File: config.mk
export PLATFORM = sky130hd
export DESIGN_NAME = mc_ctrl
export DESIGN_NICKNAME = d
export VERILOG_FILES = /design/src/rtl/mc_ctrl.sv
export SDC_FILE = /design/constraint.sdc
export NUM_CORES = 1
export LEC_CHECK = 0
export CAP_MARGIN = 40
export CORE_AREA = 8 8 89 91
export CTS_CLUSTER_DIAMETER = 60
export DETAILED_ROUTE_END_ITERATION = 7
export DIE_AREA = 0 0 97 99
export PLACE_DENSITY_LB_ADDON = 0.12
export SYNTH_ARGS = -nofsm -noshare
export SYNTH_HDL_FRONTEND = slang
export SYNTH_SLANG_ARGS = --single-unit
File: constraint.sdc
create_clock -name Clk -period 8.2 [get_ports Clk]
set_clock_uncertainty 0.1 [all_clocks]
set_input_delay 0.82 -clock Clk [delete_from_list [all_inputs] [get_ports Clk]]
set_output_delay 0.82 -clock Clk [all_outputs]
set_load 0.02 [all_outputs]
File: src/rtl/mc_ctrl.sv
// mc_ctrl: multi-cycle main controller sequencing each fetched instruction through FETCH/DCD/EXE/MEM/WB.
module mc_ctrl #(
  parameter logic [31:0] RESET_IR = 32'h0000_0000,
  parameter int          CNT_W    = 32
) (
  input  logic             Clk,
  input  logic             Clr,
  input  logic [31:0]      Instr,
  input  logic             Zero,
  output logic [31:0]      IR,
  output logic [2:0]       State,
  output logic             PCWr,
  output logic [1:0]       PCControl,
  output logic             RegWr,
  output logic [1:0]       RegDst,
  output logic [1:0]       MemToReg,
  output logic             ALUSrc,
  output logic [1:0]       ALUOp,
  output logic [1:0]       ExtOp,
  output logic             MemWr,
  output logic             Illegal,
  output logic [CNT_W-1:0] InstrCnt
);
  typedef enum logic [2:0] {FETCH = 3'd0, DCD = 3'd1, EXE = 3'd2, MEM = 3'd3, WB = 3'd4} state_t;
  state_t state_q, state_d;
  logic [31:0] ir_q, ir_d;
  logic [CNT_W-1:0] cnt_q, cnt_d;
  logic [5:0] op, fn;
  logic is_r, is_addu, is_subu, is_jr, is_nop, is_ori, is_lw, is_sw, is_beq, is_lui, is_j, is_jal, is_ill;
  logic pc_wr, reg_wr, mem_wr, ill;
  logic [1:0] pc_ctrl;
  assign op      = ir_q[31:26];
  assign fn      = ir_q[5:0];
  assign is_nop  = ir_q == 32'h0;
  assign is_r    = op == 6'b000000;
  assign is_addu = is_r && fn == 6'b100001;
  assign is_subu = is_r && fn == 6'b100011;
  assign is_jr   = is_r && fn == 6'b001000;
  assign is_ori  = op == 6'b001101;
  assign is_lw   = op == 6'b100011;
  assign is_sw   = op == 6'b101011;
  assign is_beq  = op == 6'b000100;
  assign is_lui  = op == 6'b001111;
  assign is_j    = op == 6'b000010;
  assign is_jal  = op == 6'b000011;
  assign is_ill  = !(is_nop || is_addu || is_subu || is_jr || is_ori || is_lw || is_sw ||
                     is_beq || is_lui || is_j || is_jal);
  always_comb begin
    RegDst   = is_jal ? 2'b10 : (is_addu || is_subu) ? 2'b01 : 2'b00;
    MemToReg = is_jal ? 2'b10 : is_lw ? 2'b01 : 2'b00;
    ALUSrc   = is_ori || is_lui || is_lw || is_sw;
    ALUOp    = (is_subu || is_beq) ? 2'b01 : (is_ori || is_lui) ? 2'b10 : 2'b00;
    ExtOp    = is_lui ? 2'b10 : (is_lw || is_sw) ? 2'b01 : 2'b00;
  end
  always_comb begin
    state_d = FETCH;
    ir_d    = ir_q;
    pc_wr   = 1'b0;
    pc_ctrl = 2'b00;
    reg_wr  = 1'b0;
    mem_wr  = 1'b0;
    ill     = 1'b0;
    case (state_q)
      FETCH: begin
        ir_d    = Instr;
        state_d = DCD;
      end
      DCD: begin
        if (is_j || is_jal || is_jr || is_nop || is_ill) begin
          pc_wr   = 1'b1;
          pc_ctrl = (is_j || is_jal) ? 2'b11 : is_jr ? 2'b10 : 2'b00;
          reg_wr  = is_jal;
          ill     = is_ill;
        end else state_d = EXE;
      end
      EXE: begin
        if (is_beq) begin
          pc_wr   = 1'b1;
          pc_ctrl = Zero ? 2'b01 : 2'b00;
        end else state_d = (is_lw || is_sw) ? MEM : WB;
      end
      MEM: begin
        if (is_sw) begin
          mem_wr = 1'b1;
          pc_wr  = 1'b1;
        end else state_d = WB;
      end
      WB: begin
        reg_wr = 1'b1;
        pc_wr  = 1'b1;
      end
      default: state_d = FETCH;
    endcase
  end
  // Clr suppresses every commit strobe so an interrupted instruction leaves no side effects.
  assign PCWr      = pc_wr && !Clr;
  assign RegWr     = reg_wr && !Clr;
  assign MemWr     = mem_wr && !Clr;
  assign Illegal   = ill && !Clr;
  assign PCControl = pc_ctrl;
  assign IR        = ir_q;
  assign State     = state_q;
  assign InstrCnt  = cnt_q;
  assign cnt_d     = cnt_q + {{(CNT_W-1){1'b0}}, PCWr};
  always_ff @(posedge Clk) begin
    if (Clr) begin
      state_q <= FETCH;
      ir_q    <= RESET_IR;
      cnt_q   <= '0;
    end else begin
      state_q <= state_d;
      ir_q    <= ir_d;
      cnt_q   <= cnt_d;
    end
  end
endmodule

# --- Yosys cells after proc, flatten, opt, wreduce, memory -nomap -nowiden ---
# Index checks and enable logic that the tools add are counted.
totals:
  reg_bits: 67
  input_bits: 35
  out_inout_bits: 82
  wordCells: 78
classes:
  addsub: 1
  eq_ne: 14
  muxes: 28
  reduce_logical: 32
ops:
  columns: ["op", "count"]
  rows:
  - ["$add A32 B1 Y32", 1]
  - ["$logic_not A32 Y1", 1]
  - ["$eq A6 B6 Y1 const B", 4]
  - ["$logic_or A1 B1 Y1", 20]
  - ["$eq A6 B4 Y1 const B", 3]
  - ["$mux W2", 9]
  - ["$eq A6 B2 Y1 const B", 2]
  - ["$mux W1", 12]
  - ["$pmux W3 S4", 1]
  - ["$mux W3", 3]
  - ["$logic_and A1 B1 Y1", 7]
  - ["$eq A3 B2 Y1 const B", 2]
  - ["$eq A6 B3 Y1 const B", 1]
  - ["$logic_not A6 Y1", 1]
  - ["$pmux W1 S4", 1]
  - ["$pmux W2 S2", 1]
  - ["$eq A3 B1 Y1 const B", 1]
  - ["$eq A3 B3 Y1 const B", 1]
  - ["$logic_not A3 Y1", 1]
  - ["$logic_not A1 Y1", 2]
  - ["$pmux W1 S2", 1]

# --- Logic depth before layout (Yosys ltp) ---
# Gate-level depths: netlist (run 1).
logic_depth:
  ltp_word: 18
  ltp_mapped: 12

# --- Worst setup path before layout (run 1) ---
# OpenSTA, ideal clock, no wires.
synth_timing:
  kind: "flip-flop to flip-flop"
  start: "register ir_q[28], in the netlist IR[28]"
  end: "register cnt_q[28], in the netlist InstrCnt[28]"
  setup_time_ns: 0.128
  arrival_ns: 3.025
  path_slack_ns: 4.948
  path_stages_with_launch: 13
  n_path_buf: 0
  synth_period_minus_slack_ns: 3.252
  cell_sequence: "dfxtp_1 nand3b_1 a21boi_0 a21oi_1 nand2_1 a31oi_1 ha_1 ha_1 nand2_1 nor4_4 nand4_1 xor2_1 nor2_1"
synth_between:
  elab_chain_len: 18
synth_rtl:
  columns: ["element", "line", "source"]
  rows:
  - ["start: declaration", "26", "logic [31:0] ir_q, ir_d;"]
  - ["start signal: assignment", "112", "ir_q <= ir_d;"]
  - ["branches (longest 15 deep; another with $logic_not A32 Y1)", null, null]
  - ["$pmux W1 S4 *", "63", "case (state_q)"]
  - ["$logic_and A1 B1 Y1 *", "96", "assign PCWr = pc_wr && !Clr;"]
  - ["net PCWr", "12", "output logic PCWr,"]
  - ["$add A32 B1 Y32 *", "104", "assign cnt_d = cnt_q + {{(CNT_W-1){1'b0}}, PCWr};"]
  - ["end signal: assignment", "113", "cnt_q <= cnt_d;"]
  - ["end: declaration", "27", "logic [CNT_W-1:0] cnt_q, cnt_d;"]
# Mark *: on every way through the listed nets, which the timed path passes.
# A chain may end at the register's enable or synchronous reset.

# --- Worst setup path after layout (run 1) ---
layout_timing:
  start: "register ir_q[29], in the netlist IR[29]"
  end: "output port PCWr"
layout_between:
  elab_chain_len: 17
layout_rtl:
  columns: ["element", "line"]
  rows:
  - ["branches (longest 15 deep; another with $logic_not A32 Y1)", null]
  - ["$pmux W1 S4 *", "63"]
  - ["$logic_and A1 B1 Y1 *", "96"]
  - ["end: declaration", "12"]
# Every way passes the cells marked *.

==> results of run 1 <==
## cells in the final DEF, fill, tap and decap left out, types with 2 or more instances in the layout
cell,synthesis,final
clkdlybuf4s50_1,0,115
nand2_1,80,80
dfxtp_1,67,67
nor2_1,39,39
a21oi_1,35,35
xor2_1,25,25
nand3_1,18,18
clkbuf_8,0,11
and3_1,10,10
nand4_1,10,10
nand3b_1,7,7
nor3_1,7,6
nor2b_1,5,5
xnor2_1,5,5
and2_1,4,4
and4_1,4,4
inv_1,3,3
nor4_1,3,3
buf_4,4,3
nor3b_1,2,2
o22ai_1,2,2
ha_1,2,2
clkinv_2,0,2
## synthesized netlist by cell type, types with 2 or more instances
cell,count,area [sq um]
and4_1,4,35.03
and2_1,4,25.02
nand4_1,10,62.56
clkbuf_1,16,60.06
nor2b_1,5,31.28
nor3_1,7,35.03
inv_1,3,11.26
nand2_1,80,300.3
dfxtp_1,67,1341
nand3_1,18,90.09
ha_1,2,25.02
a21oi_1,35,175.2
xnor2_1,5,43.79
xor2_1,25,219.0
nand3b_1,7,52.55
nor2_1,39,146.4
o22ai_1,2,12.51
nor3b_1,2,15.01
and3_1,10,62.56
nor4_1,3,18.77
buf_4,4,30.03
## worst max path at each step
stage | start | end | slack, ps
2_1_floorplan | IR[28]$_SDFFE_PP0N_ | InstrCnt[28]$_SDFF_PP0_ | 4950
3_3_place_gp | Clr | InstrCnt[29]$_SDFF_PP0_ | 4830
3_5_place_dp | Clr | InstrCnt[28]$_SDFF_PP0_ | 4850
4_1_cts | IR[29]$_SDFFE_PP0N_ | PCWr | 4780
5_1_grt | IR[27]$_SDFFE_PP0N_ | InstrCnt[28]$_SDFF_PP0_ | 4550
6_report | IR[29]$_SDFFE_PP0N_ | PCWr | 4750
## area by class of cell
| type | instances | share of cell area |
|---|---|---|
| Clock buffer | 12 | 0.03565 |
| Clock inverter | 4 | 0.01121 |
| Inverter | 3 | 0.002588 |
| Multi-Input combinational cell | 274 | 0.3450 |
| Sequential cell | 67 | 0.3082 |
| Tap cell | 80 | 0.02300 |
| Timing Repair Buffer | 120 | 0.2743 |
## registers in the layout, summed over array words and instances, names as in the netlist
signal / cells
State: 3
IR: 32
InstrCnt: 32
## cells by family after synthesis
family                   synth area share
AND/OR/NAND/NOR                    0.3277
buffers and inverters             0.03735
AO/OA/AOI/OAI                     0.08235
adder cells (fa/ha/maj)          0.008488
XOR/XNOR                          0.08913
flip-flops                         0.4550
## per-layer routing
metal | vias up | routed length [microns] | part of all wire
met5 | - | 0 | 0
met4 | 0 | 170 | 0.020
met2 | 89 | 4059 | 0.48
met1 | 1346 | 3533 | 0.42
li1 | 1453 | - | -
met3 | 16 | 690 | 0.082
## critical path, cell delays in order, from the launching register on
cell,delay [ps]
dfxtp_1,390
nor3_1,390
nand3_1,260
o22ai_1,180
nand3b_1,90
a31oi_1,220
clkdlybuf4s50_1,660
## power groups by stage
stage / clock network, mW / logic, mW / registers [mW]
5_1_grt: 0.305 / 0.120 / 0.354
3_5_place_dp: 0 / 0.112 / 0.360
2_1_floorplan: 0 / 0.0409 / 0.372
4_1_cts: 0.287 / 0.112 / 0.352
6_report: 0.283 / 0.111 / 0.352
3_3_place_gp: 0 / 0.109 / 0.359
==> reports/results.ini, run 1 <==
[run_status]
outcome=finished clean

[logic_synthesis]
netlist-cell-type-count=39
ys_seq_area_frac=0.4550
async_flop_share=0
syn_avg_cell_area_sq_um=8.054
synthesis.instances=366
synth_edf_count=0
syn_nets=403
synth_ff_type=dfxtp_1
yosys_warnings=0
syn_area_sq_um=2948
ys_ff_latch=67

[routing]
drtIter0Drc=83
dr.pass1.iters=4
detail-route-antenna-nets=0
post-route-drc-count=0
routed_via_density=5.186
wl_mm=8.453
wl_per_cell_microns=15.09
routed-via-count=2904

[placed_design]
dp_cells=544
portBuffers=116
dpl_worst_slack_ps=4847
dp_hpwl_mm=6.120
routabilityCongestion=0.7680
dpl_cell_area_sq_um=4148

[clock_network]
cts.sinks=67
postCtsSetupBuffers=0
cts_buffers=9
clkLatencyLatePin_ps=350
h-tree-depth=3
clk_pin_slew_ps=70
cts_tree=yes
ctsHoldBuffers=0
cts-resized-gates=0
clk_path_buf_depth=2
root_buffer=clkbuf_8

[layout]
drive_above_1_share=0.05417
final_util=0.6625
layout.cells.non_filler=560
area_growth_pct=47.62
nNetsFinal=512
seq_area_sq_um=1341
multi_input_area_sq_um=1501
design_area_sq_um=4352
diodes=0
fill_cells=594

[sta]
relSlewSlack=0.5404
fin_setup_tns_ps=0
period_share=0.4202
worst_pin_slew_ps=689.5
fin_crit_ps=3446
setup_viol=0
hold_viol_final=0
max_freq_mhz=290.2
drv_slew=0
layout_setup_ws_ps=4754
rsz0062_at_grt=no
hold_slack_ps=373.1

[worst_hold_path]
hold_path_class=flip-flop to flip-flop
holdPathStages=2
min-delay-start=IR[24]$_SDFFE_PP0N_
holdPathEnd=IR[24]$_SDFFE_PP0N_

[grt]
grt_use_total=0.1748
antenna_found_initial=0
grt_overflow_total=0
use_met3=0.07698
met1_usage=0.1837
grt_pass1_wl_mm=13.92
grt_pass1_vias=2880
grt_util_met2=0.2958
grt_busiest_layer=met2
grt_max_degree=70

[floorplanning]
rows=30
die-area_sq_um=9603
ios=117
start_util=0.4488
dieHeight_microns=99
coreArea_sq_um=6569
fp.dieW_microns=97

[power]
ir_drop_mv=0.09121
switching_share=0.2645
power_switching_uw=197.4
power.density_nw_per_um2=171.5
pwr-share-seq=0.472
power.total_uw=746.4
clockPowerShare=0.379
combPwrFrac=0.149
cell_internal_pwr_uw=549.0
power.leakage_nw=1.652

[worst_setup_path]
critPathCaptureType=primary output
critPathLaunchType=flip-flop
path_class=flip-flop to primary output
r2r_setup_slack_ps=4860
r2r-end=InstrCnt[14]$_SDFF_PP0_
r2r-start=IR[29]$_SDFFE_PP0N_
cp.required_ps=7280
crit_fanout=8
worstPathArrival_ps=2530
ff2ff_path_depth=12

[job]
cap_violations=0

Power figures use the tool's default switching activity.
==> inputs of run 2 (changes only) <==
Settings changed: CORE_AREA 8 8 89 91 to 8 8 96 98, DIE_AREA 0 0 97 99 to 0 0 104 106.
Clock period 8.2 ns to 2.89 ns, I/O delays scaled along.
==> reports/results.ini, run 2 (synthesized netlist as in run 1, its figures left out) <==
[power]
combPwrFrac=0.160  ; was 0.149
power.density_nw_per_um2=458.1  ; was 171.5 nW/um^2
ir_drop_mv=0.2909  ; was 0.09121 mV
switching_share=0.2748  ; was 0.2645
cell_internal_pwr_mw=1.476  ; was 549.0 uW
clockPowerShare=0.350  ; was 0.379
power.leakage_nw=1.665  ; was 1.652 nW
pwr-share-seq=0.491  ; was 0.472
power_switching_uw=559.3  ; was 197.4 uW

[worst_setup_path]
cp.required_ps=2990  ; was 7280 ps
critPathCaptureType=flip-flop  ; was primary output
worstPathArrival_ps=2770  ; was 2530 ps
crit_fanout=10  ; was 8
r2r-end=InstrCnt[14]$_SDFF_PP0_  ; unchanged
path_class=flip-flop to flip-flop  ; was flip-flop to primary output
r2r-start=IR[29]$_SDFFE_PP0N_  ; unchanged
r2r_setup_slack_ps=210  ; was 4860 ps
ff2ff_path_depth=14  ; was 12
critPathLaunchType=flip-flop  ; unchanged

[placed_design]
dpl_worst_slack_ps=109.6  ; was 4847 ps
dp_hpwl_mm=6.189  ; was 6.120 mm
portBuffers=116  ; unchanged
routabilityCongestion=0.7901  ; was 0.7680
dp_cells=574  ; was 544

[sta]
hold_slack_ps=237.4  ; was 373.1 ps
setup_viol=0  ; unchanged
relSlewSlack=0.6269  ; was 0.5404
drv_slew=0  ; unchanged
fin_crit_ps=2677
period_share=0.9262
max_freq_mhz=373.6
hold_viol_final=0  ; unchanged
layout_setup_ws_ps=213.2  ; was 4754 ps
worst_pin_slew_ps=559.6  ; was 689.5 ps
fin_setup_tns_ps=0  ; unchanged

[routing]
detail-route-antenna-nets=0  ; unchanged
post-route-drc-count=0  ; unchanged
wl_per_cell_microns=14.34  ; was 15.09 microns
dr.pass1.iters=4  ; unchanged
wl_mm=8.473  ; was 8.453 mm
drtIter0Drc=226  ; was 83
routed-via-count=2866  ; was 2904
routed_via_density=4.849  ; was 5.186

[floorplanning]
ios=117  ; unchanged
start_util=0.3758  ; was 0.4488
die-area_sq_um=11020  ; was 9603 sq um
fp.dieW_microns=104  ; was 97 microns
dieHeight_microns=106  ; was 99 microns
rows=33  ; was 30
coreArea_sq_um=7845  ; was 6569 sq um

[clock_network]
clkLatencyLatePin_ps=330  ; was 350 ps
clk_path_buf_depth=2  ; unchanged
cts_tree=yes  ; unchanged
clk_pin_slew_ps=70  ; about the same
h-tree-depth=3  ; unchanged
cts_buffers=9  ; unchanged
root_buffer=clkbuf_8  ; unchanged
cts.sinks=67  ; unchanged

[job]
cap_violations=0  ; unchanged

[grt]
grt_use_total=0.1512  ; was 0.1748
grt_overflow_total=0  ; unchanged
grt_pass1_vias=2810  ; was 2880
grt_max_degree=55  ; was 70
grt_pass1_wl_mm=14.01  ; was 13.92 mm
antenna_found_initial=0  ; unchanged

[layout]
fill_cells=751  ; was 594
multi_input_area_sq_um=1529  ; was 1501 sq um
layout_common_cells=clkdlybuf4s50_1, nand2_1, dfxtp_1  ; unchanged
final_util=0.5662  ; was 0.6625
nNetsFinal=518  ; was 512
layout.cells.non_filler=591  ; was 560
seq_area_sq_um=1349  ; was 1341 sq um
diodes=0  ; unchanged
layout_commonest_cell=clkdlybuf4s50_1  ; unchanged
area_growth_pct=50.68  ; was 47.62%
drive_above_1_share=0.08436  ; was 0.05417

[worst_hold_path]
hold_path_class=primary input to flip-flop  ; was flip-flop to flip-flop
holdPathStages=2  ; unchanged
min-delay-start=Clr  ; was IR[24]$_SDFFE_PP0N_
holdPathEnd=InstrCnt[7]$_SDFF_PP0_  ; was IR[24]$_SDFFE_PP0N_

[run_status]
outcome=finished clean  ; unchanged

==> run 2: changes by cell type in the layout (fill, tap and decap cells not counted), moves of 2 or more <==
cell,change
buf_4,+5
clkinvlp_4,+2
dfxtp_1,-4
dfxtp_2,+3
ha_1,-2
ha_2,+2
==> run 2: cell type report <==
cell class,instances,area share
multi-input combinational,274,0.3442
sequential,67,0.3037
timing repair buffer,126,0.2794
clock buffer,12,0.03493
tap,105,0.02958
clock inverter,4,0.005634
inverter,3,0.002535
==> run 2: worst max-delay path: stages, from the launching register on <==
cell      delay [ps]
dfxtp_1          330
buf_4            160
nand3b_1          80
a21boi_0         160
a21oi_1          220
nand2_1          150
a31oi_4          170
ha_2             230
ha_2             220
nand2_1          100
nor4_4           160
buf_6            170
nand4_1          110
xor2_1           140
nor2_1            50
==> run 2: worst max path at each step <==
stage                        start                 endpoint  slack, ps  cells past startpoint
4_1_cts        IR[30]$_SDFFE_PP0N_  InstrCnt[14]$_SDFF_PP0_        100                     13
2_1_floorplan  IR[29]$_SDFFE_PP0N_  InstrCnt[28]$_SDFF_PP0_          3                     12
6_report       IR[29]$_SDFFE_PP0N_  InstrCnt[14]$_SDFF_PP0_        210                     14
3_5_place_dp   IR[30]$_SDFFE_PP0N_  InstrCnt[22]$_SDFF_PP0_        110                     13
5_1_grt        IR[29]$_SDFFE_PP0N_  InstrCnt[26]$_SDFF_PP0_        -20                     14
3_3_place_gp   IR[28]$_SDFFE_PP0N_  InstrCnt[22]$_SDFF_PP0_        150                     13
==> run 2: what timing repair did <==
action / 4_1_cts / 5_1_grt
hold buffers: 0 / 0
setup buffers: 0 / 1
resized for setup: 1 / 7
endpoints found under the setup margin: 1 / 15
cloned: 0 / 0
==> run 2: power groups by stage <==
stage	Sequential (mW)	Combinational, mW	Clock [mW]
final	0.999	0.325	0.711
after detailed placement	1.02	0.326	0
after global placement	1.02	0.321	0
after global routing	1.00	0.355	0.780
after floorplan	1.06	0.118	0
after CTS	0.997	0.327	0.730
==> run 2: per-layer routing <==
layer	vias up	share of wire	track usage
li1	1470	-	-
met1	1314	0.45	0.1821
met2	78	0.46	0.2379
met3	4	0.086	0.06715
met4	0	0.0050	0.04654
met5	-	0	0
==> run 2: through the flow <==
step / power [mW] / cell area (sq um)
6_report: 2.035 / 4442
5_1_grt: 2.139 / 4442
4_1_cts: 2.054 / 4414
3_5_place_dp: 1.344 / 4235
3_3_place_gp: 1.337 / 4220
2_1_floorplan: 1.174 / 2967
==> edit 1, RTL diff (settings of run 2) <==
Put a register stage on the output `ExtOp`, without a reset. The value now appears one clock later. The other outputs are not delayed to match.
--- a/src/rtl/mc_ctrl.sv
+++ b/src/rtl/mc_ctrl.sv
@@ -22,6 +22,8 @@
   output logic [CNT_W-1:0] InstrCnt
 );
   typedef enum logic [2:0] {FETCH = 3'd0, DCD = 3'd1, EXE = 3'd2, MEM = 3'd3, WB = 3'd4} state_t;
+
+  logic [1:0] ExtOp_d;
   state_t state_q, state_d;
   logic [31:0] ir_q, ir_d;
   logic [CNT_W-1:0] cnt_q, cnt_d;
@@ -50,7 +52,7 @@
     MemToReg = is_jal ? 2'b10 : is_lw ? 2'b01 : 2'b00;
     ALUSrc   = is_ori || is_lui || is_lw || is_sw;
     ALUOp    = (is_subu || is_beq) ? 2'b01 : (is_ori || is_lui) ? 2'b10 : 2'b00;
-    ExtOp    = is_lui ? 2'b10 : (is_lw || is_sw) ? 2'b01 : 2'b00;
+    ExtOp_d  = is_lui ? 2'b10 : (is_lw || is_sw) ? 2'b01 : 2'b00;
   end
   always_comb begin
     state_d = FETCH;
@@ -113,5 +115,9 @@
       cnt_q   <= cnt_d;
     end
   end
+  always_ff @(posedge Clk) begin
+    ExtOp <= ExtOp_d;
+  end
+
 endmodule
 
Function: changed (Yosys sat finds a counterexample within 4 cycles, from zero or initial values).
==> edit 1 against run 2 <==
- worst setup slack lost 0.13 ns
- wire length grew 15%
- design area grew 8.7%
- power grew 11%
- area after synthesis grew 5.0%
- final cell count grew 5.6%
- sequential cell count grew 2
- first-iteration DRC count shrank 66%
- synthesized cell count grew 5.7%
- count of clock-buffer cells in the layout shrank 2
- largest power group unchanged
==> edit 1: results (changes against run 2) <==
H-tree levels=3 (unchanged); fraction of final layout cells with drive strength greater than 1=13.7% (+5.2 points); type of the worst min-delay path=input port to register; fraction of standard cell area in multi-input logic=35.1% (+0.68 points); count of input and output buffers=116 (unchanged); initial antenna violation count=0 (unchanged); portion of netlist area occupied by mux cells=0.364% (+0.36 points); Least-Margin Pin Slew=0.402 ns (-0.158 ns); vias in the first global route=3306 (+18%); RePlAce Congestion=0.901 (+14%); total area of multi-input combinational cells=0.00170 sq mm (+11%); compound-cell area share of the yosys netlist=15.6% (+7.4 points); Vias per Instance=5.17 (+6.7%); Final nets=551 (+6.4%); count of plain and timing-repair buffers=140 (+11%); n_diodes=0 (unchanged); number of non-clock inverters in the layout=8 (+5); detailed placement HPWL=7150 um (+16%); final-layout fill cell count=701 (-6.7%); worst path arrival time=2.97 ns (+0.20 ns); count of synthesis-stage warnings from yosys=0 (unchanged); combined area of all synthesized cells=0.00310 sq mm (+5.0%); relative area of clock buffers and inverters in the final design=4.64% (+0.58 points); global router's overall resource usage=17.7% (+2.6 points); Max Buffers Root-to-Sink=2 (unchanged); clock network latency to the later pin of the worst-skew pair=0.35 ns (+0.02 ns); post-synthesis sequential area ratio=44.6% (-0.88 points); xor-xnor portion of the synthesized cell area=2.83% (-6.1 points); iteration count of the initial detailed-routing pass=4 (unchanged); synthesized instance count=387 (+5.7%); number of buffers inserted during clock tree synthesis=9 (unchanged); wire length of the first global-routing pass=16200 um (+15%); root buffer cell=sky130_fd_sc_hd__clkbuf_8; Net Count, Synth=424 (+5.2%); largest cells by area after synthesis=sky130_fd_sc_hd__dfxtp_1 45%, sky130_fd_sc_hd__nand2_1 9.6%, sky130_fd_sc_hd__a21oi_1 8.6%; list of most frequent post-synthesis cells=79 x sky130_fd_sc_hd__nand2_1, 69 x sky130_fd_sc_hd__dfxtp_1, 53 x sky130_fd_sc_hd__a21oi_1; number of unique standard cell types used by synthesis=45 (+15%); Reg clk slew, reported paths=0.08 ns; arithmetic-cell share of the synthesized area counting full adders, half adders and majority gates=0.808% (-0.040 points); peak ir drop on the vdd network=347 uV (+19%); final-layout non-clock buffer area share=28.0% (+0.062 points); count of multi-input combinational gates=286 (+4.4%); sum of routed wire length over all layers=9760 um (+15%); placed instance count=597 (+4.0%); sequential portion of the cell area=28.9% (-1.5 points); Vias=3228 (+13%); worst setup slack before clock tree synthesis=0.0286 ns (-0.0810 ns); worst-path maximum fanout=5 (-5); violation count after the first detailed-routing iteration=76 (-66%); number of sequential cells in the layout=69 (+3.0%); status=finished, final reports clean; static power due to leakage=1.82 nW (+9.5%); Layout clock buffers=10 (-2); async set-reset flop share out of synthesis=0% (unchanged); pin count of the biggest net entering global routing=30 (-45%); placed instance area=0.00446 sq mm (+5.2%); Switch Pwr=0.000596 W (+6.5%)
[edit 1: cell types whose count changed after synthesis, moves of 5 or more]
cell and delta:
sky130_fd_sc_hd__or4_1 +9, sky130_fd_sc_hd__nor2_1 -19, sky130_fd_sc_hd__or3_1 +10, sky130_fd_sc_hd__and3_1 -5, sky130_fd_sc_hd__nand3b_1 -5, sky130_fd_sc_hd__xor2_1 -17, sky130_fd_sc_hd__inv_1 +5, sky130_fd_sc_hd__o31ai_1 +10
sky130_fd_sc_hd__a21oi_1 +18, sky130_fd_sc_hd__o21ai_0 +11
[edit 1: final timing paths]
| kind | from | to | slack [ns] | depth (start not counted) |
|---|---|---|---|---|
| worst max-delay path | IR[31] | InstrCnt[30] | 0.09 | 10 |
| worst min-delay path | Clr | InstrCnt[11] | 0.23 | 2 |
| worst max register to register | IR[31] | InstrCnt[30] | 0.09 | 10 |
| worst min register to register | IR[24] | IR[24] | 0.38 | 2 |
[edit 1: cells by family after synthesis]
family	count (synthesis)
mux	1
xor+xnor	10
fa+ha+maj	2
compound gates	85
buf+inv	32
simple gates	188
flops	69
[edit 1: metal layers]
layer | global-route usage, % | part of all wire [%]
met3 | 7.32 | 7.6
met4 | 7.45 | 2.3
met2 | 28.5 | 46
met1 | 20.4 | 44
met5 | 0 | 0
[edit 1: power by group through the flow]
stage          sequential (W)  clock, W  combinational (W)
2_1_floorplan         0.00109         0           0.000131
3_3_place_gp          0.00105         0           0.000346
3_5_place_dp          0.00105         0           0.000353
4_1_cts               0.00103  0.000898           0.000355
5_1_grt               0.00103  0.000941           0.000393
6_report              0.00103  0.000882           0.000361
[edit 1: what timing repair did]
item | CTS | global route
endpoints found under the setup margin | 3 | 17
setup buffers | 1 | 10
gates resized for setup | 2 | 17
pin swaps | 1 | 12
[edit 1: through the flow]
step | hold slack [ns] | total power [W] | setup TNS, ns
floorplan | 0.315 | 0.00122 | 0
global placement | 0.358 | 0.00139 | 0
detailed placement | 0.365 | 0.00140 | 0
CTS | 0.221 | 0.00228 | 0
global route | 0.233 | 0.00237 | -0.190
finish | 0.230 | 0.00227 | 0
[edit 1: critical path: stages (launching register included)]
cell                       delay, ns
sky130_fd_sc_hd__dfxtp_4        0.35
sky130_fd_sc_hd__or3_4          0.40
sky130_fd_sc_hd__nor3_4         0.16
sky130_fd_sc_hd__o211ai_1       0.13
sky130_fd_sc_hd__a31oi_4        0.25
sky130_fd_sc_hd__ha_4           0.19
sky130_fd_sc_hd__ha_4           0.12
sky130_fd_sc_hd__and2_4         0.17
sky130_fd_sc_hd__nand4_1        0.17
sky130_fd_sc_hd__or4_1          0.56
sky130_fd_sc_hd__a21oi_1        0.14
==> edit 2, RTL diff (config.mk and constraints of run 2) <==
Made on the original files. Change the parameter `CNT_W` from 32 to 24.
--- a/src/rtl/mc_ctrl.sv
+++ b/src/rtl/mc_ctrl.sv
@@ -1,7 +1,7 @@
 // mc_ctrl: multi-cycle main controller sequencing each fetched instruction through FETCH/DCD/EXE/MEM/WB.
 module mc_ctrl #(
   parameter logic [31:0] RESET_IR = 32'h0000_0000,
-  parameter int          CNT_W    = 32
+  parameter int          CNT_W    = 24
 ) (
   input  logic             Clk,
   input  logic             Clr,
Ports: changed (resized InstrCnt); port bits go from 117 to 109. No check against the original RTL was run, so the function may have changed too.
==> edit 2 against run 2 <==
- the flow now finishes with violations (setup timing)
- non-clock buffer count increased by 17
- area after synthesis shrank 8.5%
- worst setup slack got worse by 0.25 ns
- global-route usage is 0.14 points higher
- sequential share of layout area fell by 3.5 points
- design area fell by 0.17%
- wire length is 0.46% lower
- sequential cell count down 8
- power up 5.6%
- critical path depth shrank 3
- critical path type unchanged
==> edit 2: results (changes against run 2) <==
violations in the final reports=setup timing; count of input and output buffers=108 (-6.9%); pin count of the biggest net entering global routing=37 (-33%); Worst slew margin=58.9% (-3.8 points); sum of routed wire length over all layers=8430 um (-0.46%); RePlAce Congestion=0.770 (-2.6%); static power due to leakage=1.68 nW (+1.1%); peak ir drop on the vdd network=231 uV (-21%); Vias per Instance=4.89 (+0.85%); number of cells on the worst reg-to-reg path=11 (-3); async set-reset flop share out of synthesis=0% (unchanged); relative area of clock buffers and inverters in the final design=5.16% (+1.1 points); Metal-1 WL=3580 um (-5.2%); detailed placement HPWL=6370 um (+2.9%); Reg area=0.00119 sq mm (-12%); post-CTS sizing=14 (+13); final-layout fill cell count=755 (+0.53%); root buffer cell=sky130_fd_sc_hd__clkbuf_8; worst hold-check slack=0.361 ns (+0.123 ns); least setup slack across all paths after layout=-0.0389 ns (-0.252 ns); met1 global-route usage=17.7% (-0.56 points); list of most frequent post-synthesis cells=77 x sky130_fd_sc_hd__nand2_1, 59 x sky130_fd_sc_hd__dfxtp_1, 44 x sky130_fd_sc_hd__a21oi_1; Layout clock buffers=10 (-2); worst setup slack before clock tree synthesis=-0.186 ns (-0.296 ns); routed length per instance=14.6 um (+2.0%); largest cells by area after synthesis=sky130_fd_sc_hd__dfxtp_1 44%, sky130_fd_sc_hd__nand2_1 11%, sky130_fd_sc_hd__a21oi_1 8.2%; number of non-clock inverters in the layout=6 (+3); wire length of the first global-routing pass=13800 um (-1.4%); clock network latency to the later pin of the worst-skew pair=0.34 ns; status=finished, violations left; Net Count, Synth=376 (-6.7%); final-layout non-clock buffer area share=30.5% (+2.6 points); number of sequential cells in the layout=59 (-12%); TNS Setup=-0.120 ns (-0.120 ns); vias in the first global route=2796 (-0.50%); global router's overall resource usage=15.3% (+0.14 points); worst path arrival time=3.04 ns (+0.27 ns); placed instance count=557 (-3.0%); count of plain and timing-repair buffers=143 (+13%); number of post-CTS setup repair buffers=3 (+3); fraction of final layout cells with drive strength greater than 1=18.6% (+10 points); met2 routed WL=3940 um (+0.46%); met2 Use GR=24.5% (+0.73 points); Final setup viols=6 (+6); violation count after the first detailed-routing iteration=99 (-56%); placed instance area=0.00409 sq mm (-3.4%); Worst R2R Start=IR[27]; post-route standard cell area excluding fillers=0.00443 sq mm (-0.17%); post-synthesis sequential area ratio=43.8% (-1.7 points); Endpoint, Worst Hold=InstrCnt[11]; Global Route met3 Usage=6.11% (-0.60 points); Avg Inst Size Synth=7.95 sq um (-1.2%); worst-path maximum fanout=5 (-5); Hold Path Stages=3 (+1)
==> edit 2: how the worst max path moves through the flow <==
stage,slack [ns],to,start
4_1_cts,-0.04,InstrCnt[20],IR[31]
5_1_grt,-0.16,InstrCnt[14],IR[31]
6_report,-0.04,InstrCnt[14],IR[27]
3_5_place_dp,-0.19,InstrCnt[21],IR[31]
2_1_floorplan,-0.36,InstrCnt[22],IR[31]
3_3_place_gp,-0.17,InstrCnt[18],IR[31]
==> edit 2: cell families after synthesis <==
logic type	count (synthesis)	share of synthesized area [%]
buffers and inverters	31	5.06
adder cells (fa/ha/maj)	2	0.928
AO/OA/AOI/OAI	65	13.8
multiplexers	3	1.25
flip-flops	59	43.8
AND/OR/NAND/NOR	169	31.9
XOR/XNOR	10	3.25
==> edit 2: critical path, stage by stage (launching register included) <==
cell and delay [ns]:
sky130_fd_sc_hd__dfxtp_2 0.34, sky130_fd_sc_hd__or4_4 0.51, sky130_fd_sc_hd__or4_4 0.52, sky130_fd_sc_hd__o211ai_1 0.17, sky130_fd_sc_hd__a31oi_4 0.14, sky130_fd_sc_hd__ha_4 0.18
sky130_fd_sc_hd__ha_4 0.15, sky130_fd_sc_hd__and4_4 0.18, sky130_fd_sc_hd__nand4_1 0.17, sky130_fd_sc_hd__buf_4 0.17, sky130_fd_sc_hd__or3_1 0.10, sky130_fd_sc_hd__a21oi_1 0.05
==> edit 2: power breakdown <==
| group | internal, W | switching (W) | leakage, nW | total, W |
|---|---|---|---|---|
| registers | 0.000851 | 0.0000326 | 0.485 | 0.000884 |
| logic | 0.000188 | 0.000182 | 1.08 | 0.000370 |
| clock network | 0.000567 | 0.000327 | 0.117 | 0.000894 |
